<file path="src/rtl/alu_pkg.sv">
// Shared definitions for the ALU service unit: opcode and SET-variant codes,
// plus the response record carried through the response FIFO.
package alu_pkg;

    localparam int ALU_DATA_W = 32;

    localparam logic [3:0] OP_AND  = 4'd0;
    localparam logic [3:0] OP_OR   = 4'd1;
    localparam logic [3:0] OP_ADD  = 4'd2;
    localparam logic [3:0] OP_SUB  = 4'd6;
    localparam logic [3:0] OP_SET  = 4'd7;
    localparam logic [3:0] OP_NOR  = 4'd12;
    localparam logic [3:0] OP_NAND = 4'd13;

    localparam logic [2:0] SET_SLT = 3'd0;
    localparam logic [2:0] SET_SGT = 3'd1;
    localparam logic [2:0] SET_SLE = 3'd2;
    localparam logic [2:0] SET_SGE = 3'd3;
    localparam logic [2:0] SET_SNE = 3'd4;
    localparam logic [2:0] SET_SEQ = 3'd6;

    typedef struct packed {
        logic [ALU_DATA_W-1:0] result;
        logic                  zero;
        logic                  cout;
        logic                  overflow;
        logic                  illegal;
    } alu_rsp_t;

endpackage

</file>
<file path="src/rtl/alu_core.sv">
// Purely combinational ALU: request fields in, complete response record out.
module alu_core
    import alu_pkg::*;
(
    input  logic [ALU_DATA_W-1:0] i_src1,
    input  logic [ALU_DATA_W-1:0] i_src2,
    input  logic [3:0]            i_alu_control,
    input  logic [2:0]            i_bonus_control,
    output alu_rsp_t              o_rsp
);

    localparam int MSB = ALU_DATA_W - 1;

    // One extra bit on both adders so the carry out falls out naturally;
    // subtraction is done as A + ~B + 1 so its carry means "no borrow".
    logic [ALU_DATA_W:0] w_add;
    logic [ALU_DATA_W:0] w_sub;
    logic                w_lt;
    logic                w_eq;
    logic                w_set_cond;
    logic                w_set_legal;
    logic                w_legal;

    assign w_add = {1'b0, i_src1} + {1'b0, i_src2};
    assign w_sub = {1'b0, i_src1} + {1'b0, ~i_src2} + {{ALU_DATA_W{1'b0}}, 1'b1};
    assign w_lt  = $signed(i_src1) < $signed(i_src2);
    assign w_eq  = (i_src1 == i_src2);

    // Select the SET condition; codes 5 and 7 have no meaning.
    always_comb begin
        w_set_cond  = 1'b0;
        w_set_legal = 1'b1;
        case (i_bonus_control)
            SET_SLT: w_set_cond = w_lt;
            SET_SGT: w_set_cond = !w_lt && !w_eq;
            SET_SLE: w_set_cond = w_lt || w_eq;
            SET_SGE: w_set_cond = !w_lt;
            SET_SNE: w_set_cond = !w_eq;
            SET_SEQ: w_set_cond = w_eq;
            default: w_set_legal = 1'b0;
        endcase
    end

    // Build the response; illegal requests collapse to a fixed zero result.
    always_comb begin
        o_rsp   = '0;
        w_legal = 1'b1;
        case (i_alu_control)
            OP_AND:  o_rsp.result = i_src1 & i_src2;
            OP_OR:   o_rsp.result = i_src1 | i_src2;
            OP_NOR:  o_rsp.result = ~(i_src1 | i_src2);
            OP_NAND: o_rsp.result = ~(i_src1 & i_src2);
            OP_ADD: begin
                o_rsp.result   = w_add[MSB:0];
                o_rsp.cout     = w_add[ALU_DATA_W];
                o_rsp.overflow = (i_src1[MSB] == i_src2[MSB]) && (w_add[MSB] != i_src1[MSB]);
            end
            OP_SUB: begin
                o_rsp.result   = w_sub[MSB:0];
                o_rsp.cout     = w_sub[ALU_DATA_W];
                o_rsp.overflow = (i_src1[MSB] != i_src2[MSB]) && (w_sub[MSB] != i_src1[MSB]);
            end
            OP_SET: begin
                o_rsp.result = {{(ALU_DATA_W-1){1'b0}}, w_set_cond};
                w_legal      = w_set_legal;
            end
            default: w_legal = 1'b0;
        endcase
        if (!w_legal) begin
            o_rsp         = '0;
            o_rsp.illegal = 1'b1;
        end
        o_rsp.zero = (o_rsp.result == '0);
    end

endmodule

</file>
<file path="src/rtl/alu_service_unit.sv">
// ALU service unit: valid/ready request in, ALU result out through a
// 2-entry response FIFO, with a count of consumed responses.
module alu_service_unit
    import alu_pkg::*;
#(
    parameter int DATA_W = ALU_DATA_W,   // must equal ALU_DATA_W (record width)
    parameter int CNT_W  = 16
) (
    input  logic              clk,
    input  logic              rst_n,
    input  logic              req_valid,
    output logic              req_ready,
    input  logic [DATA_W-1:0] src1,
    input  logic [DATA_W-1:0] src2,
    input  logic [3:0]        ALU_control,
    input  logic [2:0]        bonus_control,
    output logic              rsp_valid,
    input  logic              rsp_ready,
    output logic [DATA_W-1:0] result,
    output logic              zero,
    output logic              cout,
    output logic              overflow,
    output logic              illegal,
    output logic [CNT_W-1:0]  done_count
);

    alu_rsp_t         w_core_rsp;
    alu_rsp_t         w_out;
    alu_rsp_t         r_mem [2];
    alu_rsp_t         r_last;
    logic [1:0]       r_count;
    logic             r_wr_ptr;
    logic             r_rd_ptr;
    logic [CNT_W-1:0] r_done;
    logic             w_push;
    logic             w_pop;

    alu_core u_core (
        .i_src1          (src1),
        .i_src2          (src2),
        .i_alu_control   (ALU_control),
        .i_bonus_control (bonus_control),
        .o_rsp           (w_core_rsp)
    );

    // Ready depends only on the registered fill level, never on rsp_ready,
    // so no combinational path runs from the consumer back to the producer.
    assign req_ready = rst_n && (r_count != 2'd2);
    assign rsp_valid = (r_count != 2'd0);
    assign w_push    = req_valid && req_ready;
    assign w_pop     = rsp_valid && rsp_ready;

    // Head of the FIFO when valid, otherwise the last consumed response.
    assign w_out      = rsp_valid ? r_mem[r_rd_ptr] : r_last;
    assign result     = w_out.result;
    assign zero       = w_out.zero;
    assign cout       = w_out.cout;
    assign overflow   = w_out.overflow;
    assign illegal    = w_out.illegal;
    assign done_count = r_done;

    // Storage slots; contents only matter while counted as occupied.
    always_ff @(posedge clk) begin
        if (w_push) begin
            r_mem[r_wr_ptr] <= w_core_rsp;
        end
    end

    // Pointers, fill level, last-popped record and consumed-response counter.
    always_ff @(posedge clk or negedge rst_n) begin
        if (!rst_n) begin
            r_count  <= 2'd0;
            r_wr_ptr <= 1'b0;
            r_rd_ptr <= 1'b0;
            r_last   <= '0;
            r_done   <= '0;
        end else begin
            if (w_push) begin
                r_wr_ptr <= !r_wr_ptr;
            end
            if (w_pop) begin
                r_rd_ptr <= !r_rd_ptr;
                r_last   <= r_mem[r_rd_ptr];
                r_done   <= r_done + 1'b1;
            end
            case ({w_push, w_pop})
                2'b10:   r_count <= r_count + 2'd1;
                2'b01:   r_count <= r_count - 2'd1;
                default: r_count <= r_count;
            endcase
        end
    end

endmodule

</file>
<file path="config.mk">
export PLATFORM = sky130hd
export DESIGN_NAME = alu_service_unit
export DESIGN_NICKNAME = d
export VERILOG_FILES = /design/src/rtl/alu_pkg.sv /design/src/rtl/alu_core.sv /design/src/rtl/alu_service_unit.sv
export SDC_FILE = /design/constraint.sdc
export NUM_CORES = 1
export LEC_CHECK = 0
export ABC_CLOCK_PERIOD_IN_PS = 5950
export BUFFER_PORTS_ARGS = -buffer_cell sky130_fd_sc_hd__buf_2
export CAP_MARGIN = 20
export CORE_ASPECT_RATIO = 1.1
export CORE_MARGIN = 4
export CORE_UTILIZATION = 65
export DETAILED_ROUTE_END_ITERATION = 10
export PLACE_DENSITY = 0.87
export SLEW_MARGIN = 10
export SYNTH_ARGS = -nofsm -noshare
export SYNTH_HDL_FRONTEND = slang
export SYNTH_SLANG_ARGS = --single-unit
</file>
<file path="constraint.sdc">
create_clock -name clk -period 5.95 [get_ports clk]
set_clock_uncertainty 0.1 [all_clocks]
set_input_delay 0.2975 -clock clk [delete_from_list [all_inputs] [get_ports clk]]
set_output_delay 0.2975 -clock clk [all_outputs]
set_load 0.02 [all_outputs]
</file>
==> Yosys cells after proc, flatten, opt, wreduce, memory -nomap -nowiden <==
Memory sizes are Yosys's and may differ from the RTL's.
Index checks and enable logic that the tools add are counted.
{ "classes": {"n_addsub": 6, "magnitude_cmp": 1, "n_eq_ne": 19, "muxes": 10, "n_bitwise": 5, "reduce_logical": 18} }
{ "op_table": {"columns": ["op", "count"], "rows": [
  ["32-bit one-hot mux with 7 select lines", 1],
  ["32-bit inverter", 3],
  ["36-bit 2-to-1 mux", 2],
  ["32-bit by 32-bit adder with 33-bit output", 2],
  ["33-bit by 1-bit adder with 33-bit output, second input constant", 1],
  ["32-bit AND", 1],
  ["32-bit == test", 1],
  ["32-bit logical NOT", 1],
  ["32-bit < comparator", 1],
  ["32-bit bitwise OR", 1],
  ["16-bit by 1-bit adder with 16-bit output, second input constant", 1],
  ["6-bit OR reduction", 2],
  ["4-bit by 3-bit == test with 1-bit output, second input constant", 2],
  ["4-bit == test, second input constant", 2],
  ["2-bit one-hot mux with 2 select lines", 2],
  ["3-bit by 2-bit == test with 1-bit output, second input constant", 2],
  ["3-bit == test, second input constant", 2],
  ["1-bit logical AND", 6],
  ["1-bit one-hot mux with 6 select lines", 1],
  ["4-bit by 1-bit == test with 1-bit output, second input constant", 1],
  ["4-bit by 2-bit == test with 1-bit output, second input constant", 1],
  ["1-bit logical NOT", 4],
  ["4-bit logical NOT", 1],
  ["2-bit nonzero test", 2],
  ["12 further kinds", 16]
]} }
{ "word_totals": {"regBits": 56, "mem_bits_rw": 72, "in_bits": 75, "output_inout_bits": 54, "word_cells": 69, "memories": 1} }
{ "mem_list": {"columns": ["name", "depth", "width", "read_ports", "rd_clocked_by_memory_dff", "wr", "line_no", "rtl"], "rows": [
  ["r_mem", 2, 36, 1, 0, 1, "alu_service_unit.sv:29", "alu_rsp_t r_mem [2];"]
]} }

==> Logic depth before layout (Yosys ltp) <==
Gate-level depths: netlist (run 1).
{ "logic_depth": {"ltp_word": 8, "ltp_mapped": 15, "depth_no_buf": 15} }

==> By module <==
Synthesis (run 1) repeated with hierarchy kept, for this count alone.
{ "hier_totals": {"hier_cells": 1360, "area_unflattened_um2": 11492.3} }
{ "modules_own_cells": {"columns": ["mod", "n_inst", "cells_each", "area_per_inst_um2", "seq_area_each_um2"], "rows": [
  ["alu_core", 1, 972, 6466.2, 0.0],
  ["alu_service_unit", 1, 388, 5026.1, 3563.4]
]} }

==> Worst setup path before layout (run 1) <==
Ideal clock, no wire load.
{ "synth_timing": {"path_type": "input-to-reg", "startpoint": "input src1[0]", "endpoint": "memory r_mem[0][3] (netlist name) (data pin)", "arrival_ns": 3.302, "t_required_ns": 5.668, "slack_ns": 2.367, "cell_stages": 13, "n_path_buf": 0, "path_cell_list": "ha_1 > fa_1 > a211oi_2 > nor2_1 > a221o_1 > a32o_1 > nor4_1 > or4b_1 > nor4_1 > nand4b_1 > nor4b_2 > nand4b_1 > nor4_2"} }
{ "synth_lines": {"columns": ["element", "line_no", "rtl"], "rows": [
  ["start, declared", "alu_service_unit.sv:13", "input logic [DATA_W-1:0] src1,"],
  ["end, declared", "alu_service_unit.sv:29", null]
]} }

==> results of run 1 <==
[critical path, stage by stage]
cell      delay (ps)
buf_2            200
or2_1            130
buf_4            430
or3_1            730
o221ai_1         280
a32o_1           300
nor4_1           410
or4b_1           510
nor4_1           290
nand4b_1         160
nor4b_2          350
nand4b_1         180
nor4_2           210
[per-stage QoR]
step,area [µm²],setup slack (ps)
2_1_floorplan,11300,2370
3_3_place_gp,11900,1510
3_5_place_dp,11900,1360
4_1_cts,12500,1690
5_1_grt,12500,1390
6_report,12500,1570
[synth_stat cells (18+ instances only)]
library cell and n:
a21oi_1 100, a221o_1 25, a221oi_1 24, clkbuf_1 64, dfrtp_1 56, edfxtp_1 72
ha_1 98, inv_1 105, mux2i_1 37, nand2_1 108, nand3_1 28, nor2_1 123
nor3_1 38, nor4_1 18, o21ai_0 81, o221ai_1 25, o31ai_1 21, xnor2_1 21
[kinds of logic (layout without fill, tap and decap cells)]
family	count (synthesis)	after routing	share of synthesized area [%]
AOI/OAI and AO/OA	436	436	27.5
xor gates and xnor gates	26	26	2.02
adders and majority gates	100	100	11.2
buffers and inverters	201	282	7.12
DFF	128	128	31.6
muxes	38	38	3.38
and+or+nand+nor	401	401	17.1
[power by group through the flow]
stage	sequential (µW)	clock (µW)	combinational, µW
final	1370	995	1790
after global routing	1400	1050	1940
after CTS	1370	998	1770
after detailed placement	1380	0	1730
after global placement	1360	0	1690
after floorplan	1310	0	1270
[layout make-up]
class	instances	area, µm²
Timing Repair Buffer	144	763
Inverter	106	398
Clock inverter	5	51.3
Fill cell	1273	4490
Clock buffer	27	524
Sequential cell	128	3560
Multi-Input combinational cell	1001	6930
Tap cell	234	293
[worst paths after layout]
check | from | endpoint | slack, ps | cells after the start
max | ALU_control[2] | r_mem[0][3] | 1570 | 13
min | req_valid | r_wr_ptr | 190 | 3
max reg2reg | r_count[0] | done_count[15] | 3340 | 11
min reg2reg | r_last[23] | r_last[23] | 380 | 2
max in group asynchronous | rst_n | r_rd_ptr | 4790 | 3
min in group asynchronous | rst_n | done_count[10] | 450 | 3
[sequential cells by signal, indices dropped and copies added, names as in the netlist]
register	cells
r_last	36
r_mem	72
r_rd_ptr	1
r_wr_ptr	1
done_count	16
r_count	2
[per-layer routing]
| layer | vias to the layer above | share of wire (%) |
|---|---|---|
| met5 | - | 0 |
| met1 | 5116 | 41 |
| met2 | 640 | 46 |
| met4 | 0 | 4.2 |
| met3 | 129 | 9.0 |
| li1 | 5086 | - |
==> flow_metrics.py, run 1 <==
metrics = {
    "clock_network": {
        "post_cts_buffers": 0,
        "clk_path_buf_depth": 2,
        "holdBufCountCts": 1,
        "cts_buffers": 17,
        "clock-sinks": 128,
        "root_buffer": "clkbuf_16",
        "htree_num_levels": 4,
        "clk_latency_ps": 410,
        "cts_resized": 0,
        "path_clk_slew_ps": 50,
        "cts_tree": "yes",
    },
    "die": {
        "start_util_pct": 66.3,
        "fp.dieW_um": 134,
        "core_mm2": 0.0170,
        "dieHeight_um": 146,
        "num_rows": 50,
        "die_area_mm2": 0.0195,
        "ioPinCount": 129,
    },
    "logic_synthesis": {
        "synth-edff-count": 72,
        "synthFlopType": "edfxtp_1",
        "ys_top_cells_by_area": "edfxtp_1 19%, dfrtp_1 12%, ha_1 11%",
        "synth_area_mm2": 0.0113,
        "synth_nets": 1505,
        "synth_cell_types": 86,
        "async_reset_ff_share_pct": 43.8,
        "syn_inst": 1330,
        "ys_seq_area_share_pct": 31.6,
        "synth_top_area_share_pct": 19.2,
        "syn_avg_cell_area_um2": 8.48,
        "ys.warnings.count": 0,
        "synth_area_leader_cell": "edfxtp_1",
        "ys_ff_latch": 128,
    },
    "layout": {
        "final_nets": 1573,
        "n_antenna_cell": 0,
        "fin_util_pct": 73.6,
        "final_cell_mix": "128 x buf_2, 121 x nor2_1, 107 x nand2_1",
        "area_growth_pct": 11.0,
        "final_cells": 1645,
        "layout-drive-gt1-share_pct": 15.1,
        "layout_commonest_cell": "buf_2",
    },
    "sta": {
        "slew_viol_final": 0,
        "min_period_over_period_pct": 73.7,
        "slew_headroom_pct": 25.4,
        "tightest_slew_ps": 1120,
        "setup_violations": 0,
        "rsz0062_at_grt": "false",
        "tns_ps": 0,
        "fin_crit_ps": 4380,
        "hold_slack_ps": 187,
        "fmaxAchievable_mhz": 228,
        "hold_violations": 0,
    },
    "setup_path": {
        "required_ps": 6060,
        "worstSetupPathType": "primary input to register",
        "startpoint_type": "primary input",
        "arrival_ps": 4490,
        "end_kind": "register",
        "cp_max_fo": 35,
    },
    "placed_design": {
        "post-place-cells": 1612,
        "place_congestion": 1.02,
        "portBuffers": 128,
        "hpwlAfterDp_um": 23600,
    },
    "drt": {
        "vias": 11000,
        "viasPerCell": 6.67,
        "routed_wl_um": 33500,
        "drtIter0Drc": 1182,
        "drtAntennaViolNets": 0,
        "drt_first_pass_iters": 8,
        "drt-wirelength-per-cell_um": 20.4,
        "drc": 0,
    },
    "global_routing": {
        "grt_max_degree": 77,
        "grtUsageMet2_pct": 53.8,
        "antenna_found_initial": 0,
        "grt_overflow_total": 0,
        "grtUsageTotal_pct": 33.3,
        "grt.met3_usage_pct": 5.96,
        "grt.busiest_layer": "met2",
        "gr-usage-met1_pct": 44.9,
        "grt_pass1_wl_um": 53300,
        "grt_pass1_vias": 10200,
    },
    "power_and_ir_drop": {
        "p_int_uw": 2440,
        "max-vdd-ir-drop_mv": 0.348,
        "swShare_pct": 41.3,
        "total_power_uw": 4160,
        "p_sw_uw": 1720,
        "clkPwrFrac_pct": 23.9,
        "p_per_area_mw_per_mm2": 332,
        "p_leak_uw": 0.00546,
        "pwr-share-comb_pct": 43.1,
        "p_seq_share_pct": 33.0,
    },
    "outcome": {
        "status": "completed",
    },
    "run": {
        "cap_viol_max_count": 0,
    },
    "hold_path": {
        "hold_path_class": "primary input to register",
    },
}
No activity file was read; power rests on OpenSTA's default activity.
==> run 2: changes to the inputs <==
Settings changed: ABC_CLOCK_PERIOD_IN_PS 5950 to 3600, CORE_UTILIZATION 65 to 55, PLACE_DENSITY 0.87 to 0.79.
Clock period 5.95 ns to 3.6 ns, I/O delays scaled along.
==> run 2 against run 1 <==
Net effect: sequential share of layout area decreased by 3.7 points; cell count increased by 14%; die area increased by 17%; count of clock-buffer cells in the layout decreased by 10; sequential power increased by 66%; critical endpoint is now r_mem[1][3].
==> flow_metrics.py, run 2 (synthesized netlist as in run 1, its figures left out) <==
metrics = {
    "outcome": {
        "status": "completed",
    },
    "layout": {
        "final_area_mm2": 0.0144,
        "final_cells": 1870,
        "final_cell_mix": "222 x buf_4, 125 x buf_2, 121 x nor2_1",
        "layout_commonest_cell": "buf_4",
        "regMostFlops": "r_mem",
        "n_antenna_cell": 0,
        "layout-drive-gt1-share_pct": 28.0,
        "largest_reg_flops": 72,
        "final_nets": 1780,
        "nFillCells": 1511,
        "area_growth_pct": 27.6,
    },
    "clock_network": {
        "path_clk_slew_ps": 60,
        "clk_path_buf_depth": 2,
        "htree_num_levels": 4,
        "clock-sinks": 128,
        "root_buffer": "clkbuf_16",
        "clk_latency_ps": 420,
        "cts_tree": "yes",
        "cts_buffers": 17,
    },
    "sta": {
        "slew_headroom_pct": 26.3,
        "fmaxAchievable_mhz": 283,
        "fin_crit_ps": 3540,
        "setup_slack_ps": 62.7,
        "setup_violations": 0,
        "hold_violations": 0,
        "slew_viol_final": 0,
        "min_period_over_period_pct": 98.3,
        "tightest_slew_ps": 1110,
    },
    "setup_path": {
        "worstSetupPathType": "primary input to register",
        "startpoint_type": "primary input",
        "r2r_cells": 10,
        "arrival_ps": 3660,
        "reg2reg_from": "r_count[0]",
        "end_kind": "register",
        "cp_max_fo": 3,
        "ff2ff_setup_slack_ps": 1100,
        "required_ps": 3720,
        "r2r-end": "done_count[15]",
    },
    "power_and_ir_drop": {
        "p_per_area_mw_per_mm2": 511,
        "total_power_uw": 7360,
        "p_leak_uw": 0.00652,
        "max-vdd-ir-drop_mv": 0.376,
    },
    "die": {
        "start_util_pct": 56.4,
        "ioPinCount": 129,
        "die_area_mm2": 0.0229,
        "num_rows": 54,
        "core_mm2": 0.0200,
        "fp.dieW_um": 145,
        "dieHeight_um": 158,
    },
    "global_routing": {
        "grt_overflow_total": 0,
        "grt_pass1_vias": 11100,
        "grt_pass1_wl_um": 56700,
        "grt_max_degree": 76,
        "antenna_found_initial": 0,
        "grtUsageTotal_pct": 31.0,
    },
    "hold_path": {
        "whs_endpoint": "r_wr_ptr",
        "holdPathStages": 3,
        "hold_path_class": "primary input to register",
        "worstHoldStart": "req_valid",
    },
    "run": {
        "cap_viol_max_count": 0,
    },
    "placed_design": {
        "dpl_worst_slack_ps": -444,
        "post-place-cells": 1829,
        "placed_cell_area_mm2": 0.0135,
        "portBuffers": 128,
        "place_congestion": 0.995,
        "hpwlAfterDp_um": 27000,
    },
    "drt": {
        "drtAntennaViolNets": 0,
        "drtIter0Drc": 1043,
        "routed_wl_um": 36200,
        "drc": 0,
        "vias": 11800,
        "drt_first_pass_iters": 6,
        "viasPerCell": 6.32,
        "drt-wirelength-per-cell_um": 19.4,
    },
}
-- run 2: changes by cell type in the layout (fill, tap and decap cells not counted), moves of 3 or more --
cell | before | now
clkbuf_1 | 5 | 0
buf_4 | 15 | 222
bufinv_16 | 1 | 4
buf_2 | 128 | 125
nor4_1 | 18 | 15
clkbuf_8 | 4 | 0
ha_1 | 98 | 95
clkinvlp_4 | 0 | 5
-- run 2: worst max path at each step --
| stage | to | slack, ps | start |
|---|---|---|---|
| finish | r_mem[1][3] | 60 | src2[0] |
| global placement | r_mem[0][3] | -240 | src1[0] |
| detailed placement | r_mem[0][3] | -440 | src1[0] |
| floorplan | r_mem[0][3] | 130 | src1[0] |
| CTS | r_mem[1][3] | 30 | src1[0] |
| global route | r_mem[1][3] | -10 | src2[0] |
-- run 2: layout make-up --
cell class              count  area [µm²]  area share, %
clock buffers              17         425           2.95
clock inverters            15         194           1.35
inverters                 106         398           2.76
multi-input cells        1001        7160           49.7
flip-flops and latches    128        3560           24.8
well taps                 252         315           2.19
repair buffers            351        2340           16.3
-- run 2: per-stage QoR --
step | hold slack [ps] | utilization (%) | setup TNS [ps]
floorplan | -216 | - | 0
global placement | 302 | 67.3 | -801
detailed placement | 314 | 67.3 | -1560
CTS | 16.3 | 70.6 | 0
global route | 45.7 | 72.0 | -23.3
finish | 25.4 | 72.0 | 0
-- run 2: what timing repair did --
| item | in CTS | in global routing |
|---|---|---|
| hold buffers | 1 | 0 |
| pin swaps | 1 | 29 |
| setup buffers | 1 | 7 |
| gates resized for setup | 3 | 45 |
| endpoints found under the setup margin | 2 | 6 |
| hold endpoints to repair | 56 | 0 |
-- run 2: power by group --
part | leakage, µW | internal (µW) | switching, µW
combinational | 0.00486 | 1290 | 2040
sequential | 0.00137 | 1950 | 312
clock | 0.000288 | 1150 | 617
-- run 2: layer usage --
metal	GRT usage, %	up-vias	part of all wire [%]
met1	40.5	5624	41
met3	5.65	103	8.0
met4	10.4	0	3.2
met2	52.0	599	47
met5	0	-	0
li1	-	5499	-
-- run 2: worst max-delay path: stages --
cell and delay, ps:
buf_4 130, ha_1 210, fa_2 360, a211oi_2 250, nor2_1 100, a221o_1 300
a32o_2 260, nor4_4 210, or4b_4 520, nor4_4 140, nand4b_1 200, nor4b_4 320
nand4b_1 170, nor4_2 290
